$ cat src/rtl/fifo_wr_arbiter.sv
// Round-robin arbiter sharing one async-FIFO write port among NREQ requesters.
// Grants may be held for a whole packet so beats from different sources never mix.
module fifo_wr_arbiter #(
  parameter int NREQ       = 4,
  parameter int DSIZE      = 8,
  parameter int PKT_MODE   = 1,
  parameter int AFULL_HOLD = 1,
  localparam int IW        = $clog2(NREQ)
) (
  input  logic                  wclk,
  input  logic                  wrst_n,
  input  logic [NREQ-1:0]       req_valid,
  input  logic [NREQ-1:0]       req_last,
  input  logic [NREQ*DSIZE-1:0] req_data,
  output logic [NREQ-1:0]       req_ready,
  input  logic                  wfull,
  input  logic                  awfull,
  output logic                  winc,
  output logic [DSIZE-1:0]      wdata,
  output logic [IW-1:0]         grant_idx,
  output logic                  busy
);

  typedef enum logic {
    IDLE  = 1'b0,
    GRANT = 1'b1
  } state_e;

  state_e          state_q, state_d;
  logic [IW-1:0]   rr_q, rr_d;
  logic [IW-1:0]   grant_q, grant_d;

  logic            hold;
  logic            found;
  logic [IW-1:0]   winner;
  logic            g_valid;
  logic            g_last;
  logic [DSIZE-1:0] g_data;
  logic            in_grant;
  logic            xfer;
  logic            grant_end;
  logic [IW-1:0]   grant_nxt;

  assign hold = (AFULL_HOLD != 0) ? (wfull | awfull) : wfull;

  // Scan from the far end so the entry closest to rr_q wins.
  always_comb begin
    logic [IW-1:0] idx;
    int            j;
    found  = 1'b0;
    winner = '0;
    idx    = '0;
    j      = 0;
    for (int k = NREQ - 1; k >= 0; k--) begin
      j = int'(rr_q) + k;
      if (j >= NREQ) j = j - NREQ;
      idx = IW'(j);
      if (req_valid[idx]) begin
        found  = 1'b1;
        winner = idx;
      end
    end
  end

  always_comb begin
    g_valid = 1'b0;
    g_last  = 1'b0;
    g_data  = '0;
    for (int i = 0; i < NREQ; i++) begin
      if (grant_q == IW'(i)) begin
        g_valid = req_valid[i];
        g_last  = req_last[i];
        g_data  = req_data[i*DSIZE +: DSIZE];
      end
    end
  end

  assign in_grant  = (state_q == GRANT);
  assign xfer      = in_grant & g_valid & ~wfull;
  assign grant_end = xfer & ((PKT_MODE == 0) | g_last);
  assign grant_nxt = (grant_q == IW'(NREQ - 1)) ? '0 : grant_q + 1'b1;

  always_comb begin
    req_ready = '0;
    for (int i = 0; i < NREQ; i++) begin
      req_ready[i] = in_grant & ~wfull & (grant_q == IW'(i));
    end
  end

  always_comb begin
    state_d = state_q;
    rr_d    = rr_q;
    grant_d = grant_q;
    unique case (state_q)
      IDLE: begin
        if (found && !hold) begin
          grant_d = winner;
          state_d = GRANT;
        end
      end
      GRANT: begin
        if (grant_end) begin
          rr_d    = grant_nxt;
          state_d = IDLE;
        end
      end
      default: state_d = IDLE;
    endcase
  end

  always_ff @(posedge wclk or negedge wrst_n) begin
    if (!wrst_n) begin
      state_q <= IDLE;
      rr_q    <= '0;
      grant_q <= '0;
    end else begin
      state_q <= state_d;
      rr_q    <= rr_d;
      grant_q <= grant_d;
    end
  end

  assign winc      = xfer;
  assign wdata     = g_data;
  assign grant_idx = grant_q;
  assign busy      = in_grant;

endmodule

$ cat config.mk
export PLATFORM = sky130hd
export DESIGN_NAME = fifo_wr_arbiter
export DESIGN_NICKNAME = d
export VERILOG_FILES = /design/src/rtl/fifo_wr_arbiter.sv
export SDC_FILE = /design/constraint.sdc
export NUM_CORES = 1
export LEC_CHECK = 0
export CORE_MARGIN = 5
export CORE_UTILIZATION = 29
export CTS_BUF_LIST = sky130_fd_sc_hd__clkbuf_8
export CTS_CLUSTER_SIZE = 10
export DETAILED_ROUTE_END_ITERATION = 6
export PLACE_DENSITY = 0.82
export SYNTH_ARGS = -nofsm -noshare
export SYNTH_HDL_FRONTEND = slang
export SYNTH_SLANG_ARGS = --single-unit
$ cat constraint.sdc
create_clock -name wclk -period 1.7 [get_ports wclk]
set_input_delay 0.34 -clock wclk [delete_from_list [all_inputs] [get_ports wclk]]
set_output_delay 0.34 -clock wclk [all_outputs]
set_load 0.02 [all_outputs]
==> insert_results.sql, run 1 <==
INSERT INTO impl_metrics (metric_group, metric, value, unit) VALUES
('critical_path', 'end_kind', 'output port', ''),
('drt', 'residual_drc', '0', ''),
('sta', 'part_of_the_cycle_the_worst_path_needs', '123.2', '%'),
('global_route', 'grt_pass1_vias', '1158', ''),
('flow_run', 'maximum_capacitance_violations', '0', ''),
('sta', 'rsz0062_at_grt', 'yes', ''),
('critical_path', 'critPathRequiredTime', '1360', 'ps'),
('sta', 'worst_slack', '-393.9', 'ps'),
('sta', 'setup_viol', '14', ''),
('critical_path', 'setup.worst_path.class', 'flop to output port', ''),
('yosys', 'postSynthRegisterBits', '5', ''),
('power_and_ir_drop', 'power_report.internal_total', '1.806', 'mW'),
('final_layout', 'post_route_cells_drive_above_1_share', '47.43', '%'),
('drt', 'first_pass_iters', '4', ''),
('placed_design', 'placed_cells', '189', ''),
('final_layout', 'post_layout_nonfiller_instances', '203', ''),
('clock_tree', 'htree_levels', '1', ''),
('die', 'die_area', '3494', 'um^2'),
('die', 'num_rows', '17', ''),
('yosys', 'sequential_cell_area_fraction_in_the_yosys_report', '17.89', '%'),
('global_route', 'met1_usage', '24.77', '%'),
('global_route', 'grt_start_max_net_pins', '22', ''),
('power_and_ir_drop', 'leakagePower', '0.7529', 'nW'),
('clock_tree', 'numCtsBuffers', '3', ''),
('power_and_ir_drop', 'power.combinational.fraction', '84.9', '%'),
('global_route', 'grt_util_all_layers', '22.50', '%'),
('critical_path', 'critical_path.reg2reg.endpoint', 'rr_q[0]', ''),
('critical_path', 'worst_case_reg_to_reg_path_depth', '8', ''),
('outcome', 'status', 'complete, but fails checks', ''),
('drt', 'vias_per_cell', '5.404', ''),
('clock_tree', 'clkSinkCount', '5', ''),
('global_route', 'grt_first_pass_wirelength', '5.885', 'mm'),
('die', 'die_w', '59.11', 'um'),
('sta', 'slew-limit-headroom', '75.55', '%'),
('yosys', 'synthesis.area', '699.4', 'um^2'),
('outcome', 'failed_checks', 'setup timing', ''),
('die', 'ios', '60', ''),
('worst_hold_path', 'min_path_type', 'input port to async pin', ''),
('global_route', 'globalRoute.totalOverflow', '0', ''),
('final_layout', 'final_net_count', '224', ''),
('sta', 'min_clock_period_post_route', '2094', 'ps'),
('clock_tree', 'cts_tree', 'built', ''),
('placed_design', 'io_buffers', '59', ''),
('die', 'die_height', '59.11', 'um'),
('global_route', 'met2_track_usage_gr', '40.54', '%'),
('placed_design', 'globalplace.congestion', '0.9053', ''),
('sta', 'setup-tns-final', '-4379', 'ps'),
('sta', 'fin_skew', '2.767', 'ps'),
('yosys', 'synth_cell_type_count', '33', ''),
('clock_tree', 'clk_pin_slew', '40', 'ps'),
('power_and_ir_drop', 'seqPwrFrac', '8.1', '%'),
('power_and_ir_drop', 'switching_share', '44.79', '%'),
('global_route', 'antenna_found_initial', '0', ''),
('die', 'start_util', '31.02', '%'),
('final_layout', 'area_growth_syn_to_layout', '160.5', '%'),
('critical_path', 'critical_path_arrival', '1750', 'ps'),
('clock_tree', 'clock_network_latency_to_the_later_pin_of_the_worst_skew_pair', '230', 'ps'),
('critical_path', 'critical-path-max-stage-delay', '450', 'ps'),
('drt', 'postRouteWirelength', '4.215', 'mm'),
('critical_path', 'worstReg2RegStart', 'grant_idx[1]', ''),
('critical_path', 'path_cells', 'inv_4, ha_4, buf_4, buf_12, nand2_4, a21oi_4, a21oi_2, o21ai_2, buf_6', ''),
('yosys', 'number_of_nets_in_the_synthesized_netlist', '138', ''),
('yosys', 'gate_count_of_the_mapped_netlist', '90', ''),
('sta', 'slew_violations', '0', ''),
('drt', 'ant_nets', '0', ''),
('global_route', 'groute.layer.met3.usage', '7.190', '%'),
('critical_path', 'timing.critical_path.from_type', 'flop', ''),
('clock_tree', 'clk_root_buffer_cell', 'clkbuf_8', ''),
('critical_path', 'worstPathMaxFanout', '7', ''),
('clock_tree', 'cts-root-to-sink-buffers', '2', ''),
('placed_design', 'dp.final_hpwl', '2.613', 'mm');
worst max path at each step:
stage	from	to	slack, ps	cells past startpoint
after floorplan	grant_idx[1]	wdata[2]	-80	7
after global placement	req_valid[1]	winc	-500	5
after detailed placement	wfull	winc	-500	4
after CTS	grant_idx[0]	wdata[0]	-350	7
after global routing	grant_idx[1]	rr_q[0]	-460	8
final	grant_idx[1]	wdata[2]	-390	9
layout by cell type, fill, tap and decap left out, drive strengths merged, types with 4 or more instances in the layout:
| master | count |
|---|---|
| a21oi | 6 |
| a221oi | 7 |
| and2 | 4 |
| buf | 40 |
| clkdlybuf4s50 | 43 |
| dfrtp | 5 |
| ha | 4 |
| inv | 4 |
| nand2 | 13 |
| nor2 | 4 |
| nor2b | 10 |
| o31ai | 7 |
stage by stage:
step	cell area, um^2	utilization (%)	setup WS [ps]	power [mW]
2_1_floorplan	818.3	-	-84.81	1.499
3_3_place_gp	1541	68.37	-496.8	2.361
3_5_place_dp	1541	68.37	-498.5	2.409
4_1_cts	1709	75.80	-351.2	2.928
5_1_grt	1822	80.80	-457.8	3.444
6_report	1822	80.80	-393.9	3.271
cells in the mapped netlist, drive strengths merged:
cell / number / area (um^2)
mux2: 2 / 22.52
dfrtp: 5 / 125.1
and3: 1 / 6.260
mux2i: 1 / 10.01
nand4: 1 / 12.51
a211oi: 3 / 27.52
a221oi: 7 / 61.31
a21oi: 6 / 33.78
a21bo: 1 / 10.01
nand2: 13 / 48.80
nand2b: 1 / 6.260
o21ai: 3 / 15.01
nand3b: 2 / 15.01
and2: 4 / 25.02
and2b: 1 / 7.510
o41ai: 2 / 25.03
nor2b: 10 / 62.56
clkbuf: 3 / 11.26
buf: 2 / 16.26
ha: 4 / 50.05
nor3b: 1 / 7.510
inv: 3 / 11.26
nor3: 1 / 5.000
o31ai: 7 / 52.55
o21a: 1 / 7.510
o22ai: 1 / 6.260
nor2: 4 / 17.52
worst max-delay path: cells and delay by family, from the launching register on:
family | cells | cell delay (ps)
compound gates | 3 | 340
fa+ha+maj | 1 | 190
buf+inv | 4 | 480
flops | 1 | 450
simple gates | 1 | 50
metal layers:
metal  wire (um)  vias to the layer above
met3         401                        5
met5           0                        -
met1        1552                      523
met4          50                        0
met2        2210                       64
li1            -                      505
final cells by class:
class                           instances  area (um^2)
Inverter                                3        16.27
Fill cell                             139        432.9
Sequential cell                         5        127.6
Clock buffer                            3        41.29
Clock inverter                          1        3.754
Timing Repair Buffer                   86        847.1
Tap cell                               28        35.03
Multi-Input combinational cell         77        750.7
registers in the layout (all words and copies together), names as in the netlist:
register and flops:
grant_idx 2, busy 1, rr_q 2
kinds of logic (layout without fill, tap and decap cells):
| logic type | Yosys count | count (layout) | share of synthesized area, % |
|---|---|---|---|
| AND/OR/NAND/NOR | 39 | 39 | 30.59 |
| AO/OA/AOI/OAI | 31 | 31 | 34.17 |
| buffers and inverters | 8 | 93 | 5.545 |
| flip-flops | 5 | 5 | 17.89 |
| adder cells (fa/ha/maj) | 4 | 4 | 7.156 |
| multiplexers | 3 | 3 | 4.651 |
power by group through the flow:
stage,Sequential [mW],Clock (mW),Combinational (mW)
2_1_floorplan,0.300,0,1.20
3_3_place_gp,0.247,0,2.11
3_5_place_dp,0.257,0,2.15
4_1_cts,0.257,0.230,2.44
5_1_grt,0.276,0.239,2.93
6_report,0.265,0.230,2.78
timing repair:
item | 4_1_cts | 5_1_grt
endpoints found under the setup margin | 17 | 16
gates resized for setup | 88 | 14
pin swaps | 6 | 1
hold endpoints to repair | 0 | 0
gates cloned | 1 | 0
buffers inserted | 4 | 5
hold buffers | 0 | 0
Power figures use the tool's default switching activity.
==> run 2: changes to the inputs <==
- CAP_MARGIN: not set -> 20
==> results of run 2 <==
Final layout, timing and power as in run 1 (identical DEF).
